--- config.mk ---
export PLATFORM = sky130hd
export DESIGN_NAME = regfile_2r1w_clr
export DESIGN_NICKNAME = d
export VERILOG_FILES = /design/src/rtl/regfile_2r1w_clr.sv
export SDC_FILE = /design/constraint.sdc
export NUM_CORES = 1
export LEC_CHECK = 0
export CORE_MARGIN = 2
export CORE_UTILIZATION = 41
export CTS_BUF_LIST = sky130_fd_sc_hd__clkbuf_8
export DETAILED_ROUTE_END_ITERATION = 10
export MAX_ROUTING_LAYER = met4
export PLACE_DENSITY = 0.6
export SETUP_SLACK_MARGIN = 0.2
export SYNTH_ARGS = -nofsm -noshare
export SYNTH_HDL_FRONTEND = slang
export SYNTH_SLANG_ARGS = --single-unit
--- constraint.sdc ---
create_clock -name clk -period 2.7 [get_ports clk]
set_input_delay 0.81 -clock clk [delete_from_list [all_inputs] [get_ports clk]]
set_output_delay 0.81 -clock clk [all_outputs]
set_load 0.03 [all_outputs]
--- src/rtl/regfile_2r1w_clr.sv ---
// regfile_2r1w_clr: DEPTH x WIDTH register file, 1 write / 2 registered reads,
// write-to-read bypass, range guard, sequential clear FSM. Option: REGFILE_PARITY_EN.
module regfile_2r1w_clr #(
  parameter int WIDTH = 8,
  parameter int DEPTH = 8,
  parameter int AW    = 3
) (
  input  logic             clk,
  input  logic             reset,
  input  logic             wr_en,
  input  logic [AW-1:0]    wr_addr,
  input  logic [WIDTH-1:0] wr_data,
  input  logic             rd_en_a,
  input  logic [AW-1:0]    rd_addr_a,
  output logic [WIDTH-1:0] rd_data_a,
  output logic             rd_valid_a,
  input  logic             rd_en_b,
  input  logic [AW-1:0]    rd_addr_b,
  output logic [WIDTH-1:0] rd_data_b,
  output logic             rd_valid_b,
  input  logic             clr_req,
`ifdef REGFILE_PARITY_EN
  input  logic             pinj,
`endif
  output logic             busy,
  output logic             clr_done,
  output logic             rd_perr_a,
  output logic             rd_perr_b
);

  typedef enum logic [1:0] {IDLE, CLEAR, DONE} state_t;

  localparam logic [AW:0]   DEPTH_W = (AW+1)'(DEPTH);
  localparam logic [AW-1:0] LAST    = AW'(DEPTH - 1);

  state_t           state;
  logic [AW-1:0]    ptr;
  logic [WIDTH-1:0] mem [DEPTH];

  logic             clearing;
  logic             wr_ok;
  logic             ok_a, ok_b;
  logic             byp_a, byp_b;
  logic [WIDTH-1:0] nxt_a, nxt_b;

  assign clearing = (state == CLEAR);
  assign wr_ok    = wr_en && !clearing && ({1'b0, wr_addr} < DEPTH_W);
  assign ok_a     = ({1'b0, rd_addr_a} < DEPTH_W);
  assign ok_b     = ({1'b0, rd_addr_b} < DEPTH_W);
  assign byp_a    = wr_ok && (rd_addr_a == wr_addr);
  assign byp_b    = wr_ok && (rd_addr_b == wr_addr);

  // Read data selection: a clearing file reads as zero, bypass beats storage.
  always_comb begin
    nxt_a = '0;
    nxt_b = '0;
    if (!clearing && ok_a) nxt_a = byp_a ? wr_data : mem[rd_addr_a];
    if (!clearing && ok_b) nxt_b = byp_b ? wr_data : mem[rd_addr_b];
  end

  // Storage: reset and clear zero words, otherwise the guarded write lands.
  always_ff @(posedge clk) begin
    if (reset) begin
      for (int i = 0; i < DEPTH; i++) mem[i] <= '0;
    end else if (clearing) begin
      mem[ptr] <= '0;
    end else if (wr_ok) begin
      mem[wr_addr] <= wr_data;
    end
  end

  // Clear sequencer: IDLE -> CLEAR (DEPTH cycles) -> DONE -> IDLE.
  always_ff @(posedge clk) begin
    if (reset) begin
      state    <= IDLE;
      ptr      <= '0;
      busy     <= 1'b0;
      clr_done <= 1'b0;
    end else begin
      unique case (state)
        IDLE: begin
          clr_done <= 1'b0;
          if (clr_req) begin
            state <= CLEAR;
            ptr   <= '0;
            busy  <= 1'b1;
          end
        end
        CLEAR: begin
          if (ptr == LAST) begin
            state    <= DONE;
            busy     <= 1'b0;
            clr_done <= 1'b1;
          end else begin
            ptr <= ptr + 1'b1;
          end
        end
        DONE: begin
          state    <= IDLE;
          clr_done <= 1'b0;
        end
        default: begin
          state    <= IDLE;
          busy     <= 1'b0;
          clr_done <= 1'b0;
        end
      endcase
    end
  end

  // Port A: one-cycle read pipeline, data holds when idle.
  always_ff @(posedge clk) begin
    if (reset) begin
      rd_data_a  <= '0;
      rd_valid_a <= 1'b0;
    end else begin
      rd_valid_a <= rd_en_a;
      if (rd_en_a) rd_data_a <= nxt_a;
    end
  end

  // Port B: one-cycle read pipeline, data holds when idle.
  always_ff @(posedge clk) begin
    if (reset) begin
      rd_data_b  <= '0;
      rd_valid_b <= 1'b0;
    end else begin
      rd_valid_b <= rd_en_b;
      if (rd_en_b) rd_data_b <= nxt_b;
    end
  end

`ifdef REGFILE_PARITY_EN
  logic par [DEPTH];
  logic perr_a_n, perr_b_n;

  assign perr_a_n = ok_a && !byp_a && !clearing &&
                    (par[rd_addr_a] != ^mem[rd_addr_a]);
  assign perr_b_n = ok_b && !byp_b && !clearing &&
                    (par[rd_addr_b] != ^mem[rd_addr_b]);

  // Parity storage follows the data writes; pinj corrupts it for test.
  always_ff @(posedge clk) begin
    if (reset) begin
      for (int i = 0; i < DEPTH; i++) par[i] <= 1'b0;
    end else if (clearing) begin
      par[ptr] <= 1'b0;
    end else if (wr_ok) begin
      par[wr_addr] <= (^wr_data) ^ pinj;
    end
  end

  // Parity error flags pulse alongside rd_valid.
  always_ff @(posedge clk) begin
    if (reset) begin
      rd_perr_a <= 1'b0;
      rd_perr_b <= 1'b0;
    end else begin
      rd_perr_a <= rd_en_a && perr_a_n;
      rd_perr_b <= rd_en_b && perr_b_n;
    end
  end
`else
  assign rd_perr_a = 1'b0;
  assign rd_perr_b = 1'b0;
`endif

endmodule

* After elaboration in Yosys (flattened, before gate mapping)
Memory sizes are Yosys's and may differ from the RTL's.
Cells that the tools add are included.
** Word-level totals
- Latch bits :: 0
- Input port bits :: 23
- Flip-flop bits (word level) :: 25
- Memory bits (read-only) :: 0
- Memories :: 1
- Bits in writable memories :: 64
- Output and inout bits :: 22
** Cells by class
- Multiply operators :: 0
- Reduce and logical (&&, ||, !) cells :: 12
- Eq/ne operators :: 8
- Add/sub/neg operators :: 1
- Bitwise operators :: 2
- Muxes and demuxes :: 28
- Shift operators :: 0
- Divide/modulo/power cells :: 0
- $lt $le $gt $ge :: 0
** Memories
- mem :: words 8, width 8, rd ports 2, clocked after Yosys merged registers in 0, wr ports 8, RTL line 38 : logic [WIDTH-1:0] mem [DEPTH];
** Operators by type and width (number)
- 8-bit 2-to-1 mux :: 6
- 8-bit OR reduction :: 2
- 1-bit 2-to-1 mux :: 13
- 3-bit 2-to-1 mux :: 4
- 3-bit == test :: 2
- 3-bit one-hot mux with 2 select lines :: 1
- 3-bit AND reduction :: 2
- 2-bit 2-to-1 mux :: 2
- 2-bit != test (second input constant) :: 2
- 2-bit one-hot mux with 2 select lines :: 1
- 3-bit by 1-bit adder with 3-bit output (second input constant) :: 1
- 3-bit == test (second input constant) :: 1
- 1-bit logical AND :: 3
- 1-bit one-hot mux with 3 select lines :: 1
- 2-bit by 1-bit == test with 1-bit output (second input constant) :: 1
- 2-bit == test (second input constant) :: 1
- 2-bit logical NOT :: 1
- 2-bit by 1-bit != test with 1-bit output (second input constant) :: 1
- 1-bit NOT :: 2
- 2-bit AND reduction :: 1
- 2-bit nonzero test :: 1
- 2-bit OR reduction :: 1
- 1-bit logical NOT :: 1

* Depth between registers and ports, before layout
Gate-level depths: netlist of the first run.
- Depth after elaboration :: 9
- Depth in mapped cells :: 7
- Depth with buffers taken out :: 6

* Worst setup path after synthesis of the first run
No wires, ideal clock.
- Path type :: input to register
- From :: input port reset
- To :: memory mem[1][0] (enable)
- Required time :: 2.371 ns
- Arrival :: 2.055 ns
- Slack :: 0.315 ns
- Cell stages on the path :: 5
- Path buffers :: 1
- Cells stage by stage :: buf_1 nor2b_1 a211oi_1 o211ai_2 nand2_1
** RTL lines
- start, declared :: RTL line 9 : input logic reset,
- end, declared :: RTL line 38

* Final worst setup path of the first run
- From :: input port rd_addr_b[0]
- To :: register rd_data_b[1]
** On the way
- Cells in the longest elaborated chain, start to end :: 4
** Ends and longest elaborated chain
- start, declared :: RTL line 18 : input logic [AW-1:0] rd_addr_b,
- parallel branches: the longest is 2 deep, another holds memory read 8 x 8 bit
- 8-bit 2-to-1 mux (*) (2 in a row) :: RTL line 58 : if (!clearing && ok_b) nxt_b = byp_b ? wr_data : mem[rd_addr_b];
- end signal, assigned :: RTL line 129 : if (rd_en_b) rd_data_b <= nxt_b;
- end, declared :: RTL line 19 : output logic [WIDTH-1:0] rd_data_b,
Mark *: on every way between the ends.
A chain may end at the register's enable or synchronous reset.

==> results.json, run 1 <==
{
  "multi_input_area_um2": 2093,
  "dp_cells": 546,
  "cts.sinks": 89,
  "fin_crit_sh_pct": 91.28,
  "viasPerCell": 5.589,
  "fmax_mhz": 405.7,
  "synth_cell_types": 43,
  "final_cells": 565,
  "die_x_um": 111.0,
  "row_count": 39,
  "dp_slack_ns": -0.1978,
  "initial_utilization_pct": 41.64,
  "final_design_area_no_fill_um2": 5751,
  "cts_tree": "done",
  "path_class": "primary input to register",
  "drt_iter0_drc": 244,
  "diodes": 0,
  "clkTransAtPathRegs_ns": 0.09,
  "hold_path.class": "register to register",
  "cap_viol_max_count": 0,
  "final_max_slew_viol_count": 0,
  "seq_area_frac_synth_pct": 51.61,
  "areaGrowthSynthToFinish_pct": 22.53,
  "final_cell_mix": "nor2_1 (74), edfxtp_1 (64), clkdlybuf4s50_1 (41)",
  "fin_crit_ns": 2.465,
  "synthCells": 344,
  "async_flop_share_pct": 0,
  "grt_max_degree": 18,
  "gp_congestion": 0.8081,
  "clock_skew_ns": 0.01237,
  "grt_pass1_wl_um": 17230,
  "cp_num_buf_inv": 2,
  "io_pins": 45,
  "ys_ff_latch": 89,
  "root_buffer": "clkbuf_8",
  "nets": 442,
  "die_area_um2": 12320,
  "grt.overflow.total": 0,
  "wirelength_um": 10760,
  "worst_ep_required_time_ns": 2.95,
  "ant_nets": 0,
  "ir_drop_mv": 0.2194,
  "r2r_start": "state[1]$_SDFFE_PP0P_",
  "layout_commonest_cell": "nor2_1",
  "fp.dieH_um": 111.0,
  "grt_usage_pct": 18.38,
  "grt_pass1_vias": 3147,
  "critPathCaptureType": "register",
  "num_vias": 3158,
  "drive_above_1_share_pct": 21.80,
  "ys_top_cells_by_area": "edfxtp_1 (41%), mux4_1 (15%), dfxtp_1 (11%)",
  "p_leak_nw": 2.175,
  "place_area_um2": 5533,
  "setup_viol": 0,
  "crit_chain": "clkdlybuf4s50_1 > buf_12 > mux4_1 > mux2_2 > a221o_1",
  "hpwlAfterDp_um": 7862,
  "yosysWarnings": 0,
  "antenna_found_initial": 0,
  "final.setup.tns_ns": 0,
  "clk_latency_ns": 0.36,
  "cp_max_fo": 17,
  "clock_path_buffers": 2,
  "cpPeakStageDelay_ns": 0.62,
  "htree_levels": 3,
  "hold_violations": 0,
  "firstDrtPassIters": 4,
  "rsz0062_at_grt": "yes",
  "holdCritStartpoint": "busy$_SDFFE_PP0P_",
  "seqCellArea_um2": 2422,
  "synth-edff-count": 64,
  "wl_per_cell_um": 19.05,
  "drc": 0,
  "ys.flop_type": "edfxtp_1",
  "cts_buffers": 9,
  "cp-start-kind": "primary input",
  "crit_arrival_ns": 2.71,
  "port_buffers": 42,
  "synth_area_leader_cell": "edfxtp_1",
  "num-fill-cells": 973,
  "syn_area_um2": 4693,
  "startpoint": "rd_addr_b[0]",
  "yosysTopAreaCellShare_pct": 40.95,
  "syn_avg_cell_area_um2": 13.64,
  "cp_slowest_cell": "mux4_1",
  "status": "completed",
  "critPathTopFamily": "multiplexers",
  "power_density_nw_per_um2": 503.5,
  "coreArea_um2": 11270,
  "layout_setup_ws_ns": 0.2354
}
-- tightest hold or removal path: stages, from the launching register on --
cell	delay, ns
dfxtp_1	0.34
nand2_1	0.06
a21oi_1	0.05
-- what timing repair did --
item	in CTS	in global routing
cloned	0	1
gates resized for setup	2	3
setup endpoints to repair	6	4
buffers inserted	0	2
hold buffers	0	0
-- path summary, 6_finish.rpt --
check                                    to  slack [ns]  depth (start not counted)
setup / recovery  rd_data_b[1]$_SDFFE_PP0P_        0.24                          5
hold / removal            busy$_SDFFE_PP0P_        0.49                          2
hold reg to reg           busy$_SDFFE_PP0P_        0.49                          2
setup reg to reg    mem[0][6]$_SDFFCE_PN0P_        0.66                          6
-- metrics by stage --
| stage | hold slack (ns) | utilization [%] | power (mW) |
|---|---|---|---|
| 2_1_floorplan | 0.5006 | - | 1.856 |
| 3_3_place_gp | 0.4550 | 49.08 | 2.043 |
| 3_5_place_dp | 0.4828 | 49.08 | 2.054 |
| 4_1_cts | 0.4972 | 50.70 | 2.902 |
| 5_1_grt | 0.5203 | 51.02 | 3.000 |
| 6_report | 0.4923 | 51.02 | 2.895 |
-- cells by family after synthesis --
family,Yosys count,share of synthesized area (%)
AND/OR/NAND/NOR,139,13.89
XOR/XNOR,6,1.120
buffers and inverters,19,3.678
multiplexers,49,21.62
adder cells (fa/ha/maj),2,0.5331
other,1,0.07990
flip-flops,89,51.61
AO/OA/AOI/OAI,39,7.465
-- per-layer routing --
metal	global-route usage (%)	wire length [um]	vias up
met2	28.96	5154	96
met1	24.31	4877	1582
met3	3.171	610	10
met5	-	0	-
li1	-	-	1470
met4	6.417	123	0
-- Yosys cell counts (all sizes together), types with 4 or more instances --
cell type and n:
a21oi 7, a221o 16, and2 17, buf 10, clkbuf 8, dfxtp 25, edfxtp 64, mux2 16
mux4 32, nand2 23, nand2b 7, nor2 75, nor2b 5, o211ai 8, xor2 4
-- registers in the layout, indices dropped and copies added (netlist names) --
name	flops
rd_data_b	8
ptr	3
rd_valid_b	1
busy	1
rd_valid_a	1
state	2
rd_data_a	8
mem	64
clr_done	1
-- where the power goes --
| part | switching, mW | leakage (nW) | internal, mW |
|---|---|---|---|
| clock | 0.479 | 0.0985 | 0.384 |
| combinational | 0.230 | 1.21 | 0.245 |
| sequential | 0.0345 | 0.869 | 1.52 |
| total | 0.743 | 2.17 | 2.15 |
-- cell type report --
cell class | instances | area share, %
sequential | 89 | 42.12
multi-input combinational | 237 | 36.40
timing repair buffer | 79 | 15.10
tap | 143 | 3.111
clock buffer | 11 | 2.633
clock inverter | 5 | 0.5657
inverter | 1 | 0.06527
(Power assumes the default switching activity.)
==> run 2, diff against run 1 <==
- CORE_UTILIZATION: 41 -> 59
- CTS_CLUSTER_SIZE: not set -> 24
- PLACE_DENSITY: 0.6 -> 0.82
==> results.json, run 2 (same netlist as run 1, synthesis figures left out) <==
{
  "path_class": "primary input to register",
  "antenna_found_initial": 0,
  "hold_violations": 0,
  "root_buffer": "clkbuf_8",
  "drt_iter0_drc": 260,
  "cts_tree": "done",
  "fin_crit_sh_pct": 91.99,
  "max_slew_margin_pct": 65.48,
  "wl_per_cell_um": 19.97,
  "cap_viol_max_count": 0,
  "viasPerCell": 6.198,
  "grt_pass1_vias": 3211,
  "hold_path.class": "register to register",
  "dp_slack_ns": -0.1843,
  "postCtsHoldBufs": 0,
  "power_density_nw_per_um2": 507.3,
  "drc": 0,
  "switching_share_pct": 26.52,
  "hpwlAfterDp_um": 7633,
  "rsz0062_at_grt": "yes",
  "areaGrowthSynthToFinish_pct": 19.89,
  "largestRegisters": "mem x64, rd_data_a x8, rd_data_b x8",
  "r2r_slack_ns": 0.56,
  "clockPowerShare_pct": 29.2,
  "ir_drop_mv": 0.3084,
  "num_vias": 3229,
  "gp_congestion": 0.8523,
  "whs_path_depth": 2,
  "port_buffers": 42,
  "row_count": 32,
  "p_seq_share_pct": 54.5,
  "cts.sinks": 89,
  "tightest_slew_ns": 0.5167,
  "io_pins": 45,
  "place_area_um2": 5449,
  "setup_viol": 0,
  "grt_pass1_wl_um": 16290,
  "fmax_mhz": 402.6,
  "holdCritStartpoint": "busy$_SDFFE_PP0P_",
  "clk_latency_ns": 0.36,
  "grt_usage_pct": 25.94,
  "die_x_um": 93.19,
  "final_cell_mix": "nor2_1 (74), edfxtp_1 (64), clkdlybuf4s50_1 (42)",
  "cts_buffers": 9,
  "clkTransAtPathRegs_ns": 0.09,
  "total_power_mw": 2.854,
  "grt.overflow.total": 0,
  "cp-start-kind": "primary input",
  "wirelength_um": 10410,
  "reg2reg_to": "mem[4][2]$_SDFFCE_PN0P_",
  "largest_reg_flops": 64,
  "netSwitchingPower_mw": 0.7569,
  "clock_path_buffers": 2,
  "nets": 439,
  "pwr-share-comb_pct": 16.3,
  "ant_nets": 0,
  "fp.dieH_um": 93.19,
  "final_design_area_no_fill_um2": 5627,
  "status": "completed",
  "final_core_util_pct": 72.81,
  "final_max_slew_viol_count": 0,
  "critPathCaptureType": "register",
  "p_leak_nw": 2.129,
  "die_area_um2": 8684,
  "ff2ff_path_depth": 6,
  "worst_ep_required_time_ns": 2.95,
  "internal_power_mw": 2.097,
  "drive_above_1_share_pct": 21.72,
  "diodes": 0,
  "r2r_start": "state[1]$_SDFFE_PP0P_",
  "initial_utilization_pct": 60.74,
  "layout_setup_ws_ns": 0.2164,
  "coreArea_um2": 7727,
  "grt_max_degree": 18,
  "min_to": "busy$_SDFFE_PP0P_",
  "regMostFlops": "mem",
  "cp_max_fo": 17,
  "layout_commonest_cell": "nor2_1",
  "clock_skew_ns": 0.007875,
  "crit_arrival_ns": 2.73,
  "htree_levels": 3,
  "firstDrtPassIters": 5,
  "fin_crit_ns": 2.484
}
## run 2: power groups by stage
stage | sequential [mW] | combinational, mW | clock, mW
floorplan | 1.61 | 0.245 | 0
global placement | 1.58 | 0.437 | 0
detailed placement | 1.59 | 0.453 | 0
CTS | 1.56 | 0.458 | 0.842
global route | 1.56 | 0.489 | 0.886
finish | 1.56 | 0.464 | 0.834
## run 2: final cells by class
cell class / count / area (um2)
flip-flops and latches: 89 / 2422
fillers: 478 / 2101
multi-input cells: 237 / 2096
repair buffers: 76 / 800.8
well taps: 102 / 127.6
clock buffers: 9 / 123.9
clock inverters: 7 / 52.55
inverters: 1 / 3.754
## run 2: worst max-delay path by stage
stage / from / end / slack, ns / cells past startpoint
after global placement: rd_addr_b[0] / rd_data_b[6]$_SDFFE_PP0P_ / -0.14 / 5
after floorplan: reset / mem[1][0]$_SDFFCE_PN0P_ / 0.32 / 5
after detailed placement: rd_addr_b[0] / rd_data_b[6]$_SDFFE_PP0P_ / -0.18 / 5
final: rd_addr_a[0] / rd_data_a[2]$_SDFFE_PP0P_ / 0.22 / 5
after CTS: rd_addr_a[0] / rd_data_a[6]$_SDFFE_PP0P_ / 0.22 / 5
after global routing: rd_addr_a[0] / rd_data_a[2]$_SDFFE_PP0P_ / 0.20 / 5
## run 2: through the flow
stage	TNS (ns)	hold WS, ns	cells
finish	0	0.4861	521
CTS	0	0.4931	520
global placement	-2.089	0.4548	504
floorplan	0	0.5006	345
detailed placement	-6.457	0.4772	504
global route	0	0.5070	521
## run 2: repair_timing
item,in CTS,in global routing
pin swaps,0,0
resized for setup,1,4
setup buffers,0,1
setup endpoints to repair,1,25
cloned,0,0
## run 2: metal layers
layer / global-route usage [%] / vias up / share of wire (%)
met1: 31.25 / 1593 / 41
met5: - / - / 0
li1: - / 1468 / -
met4: 9.436 / 0 / 1.8
met3: 5.077 / 18 / 6.7
met2: 43.96 / 150 / 51
## run 2: worst max-delay path, cell delays in order
cell and delay [ns]:
clkdlybuf4s50_1 0.51, buf_12 0.18, mux4_4 0.64, mux2_2 0.29, a221o_1 0.29
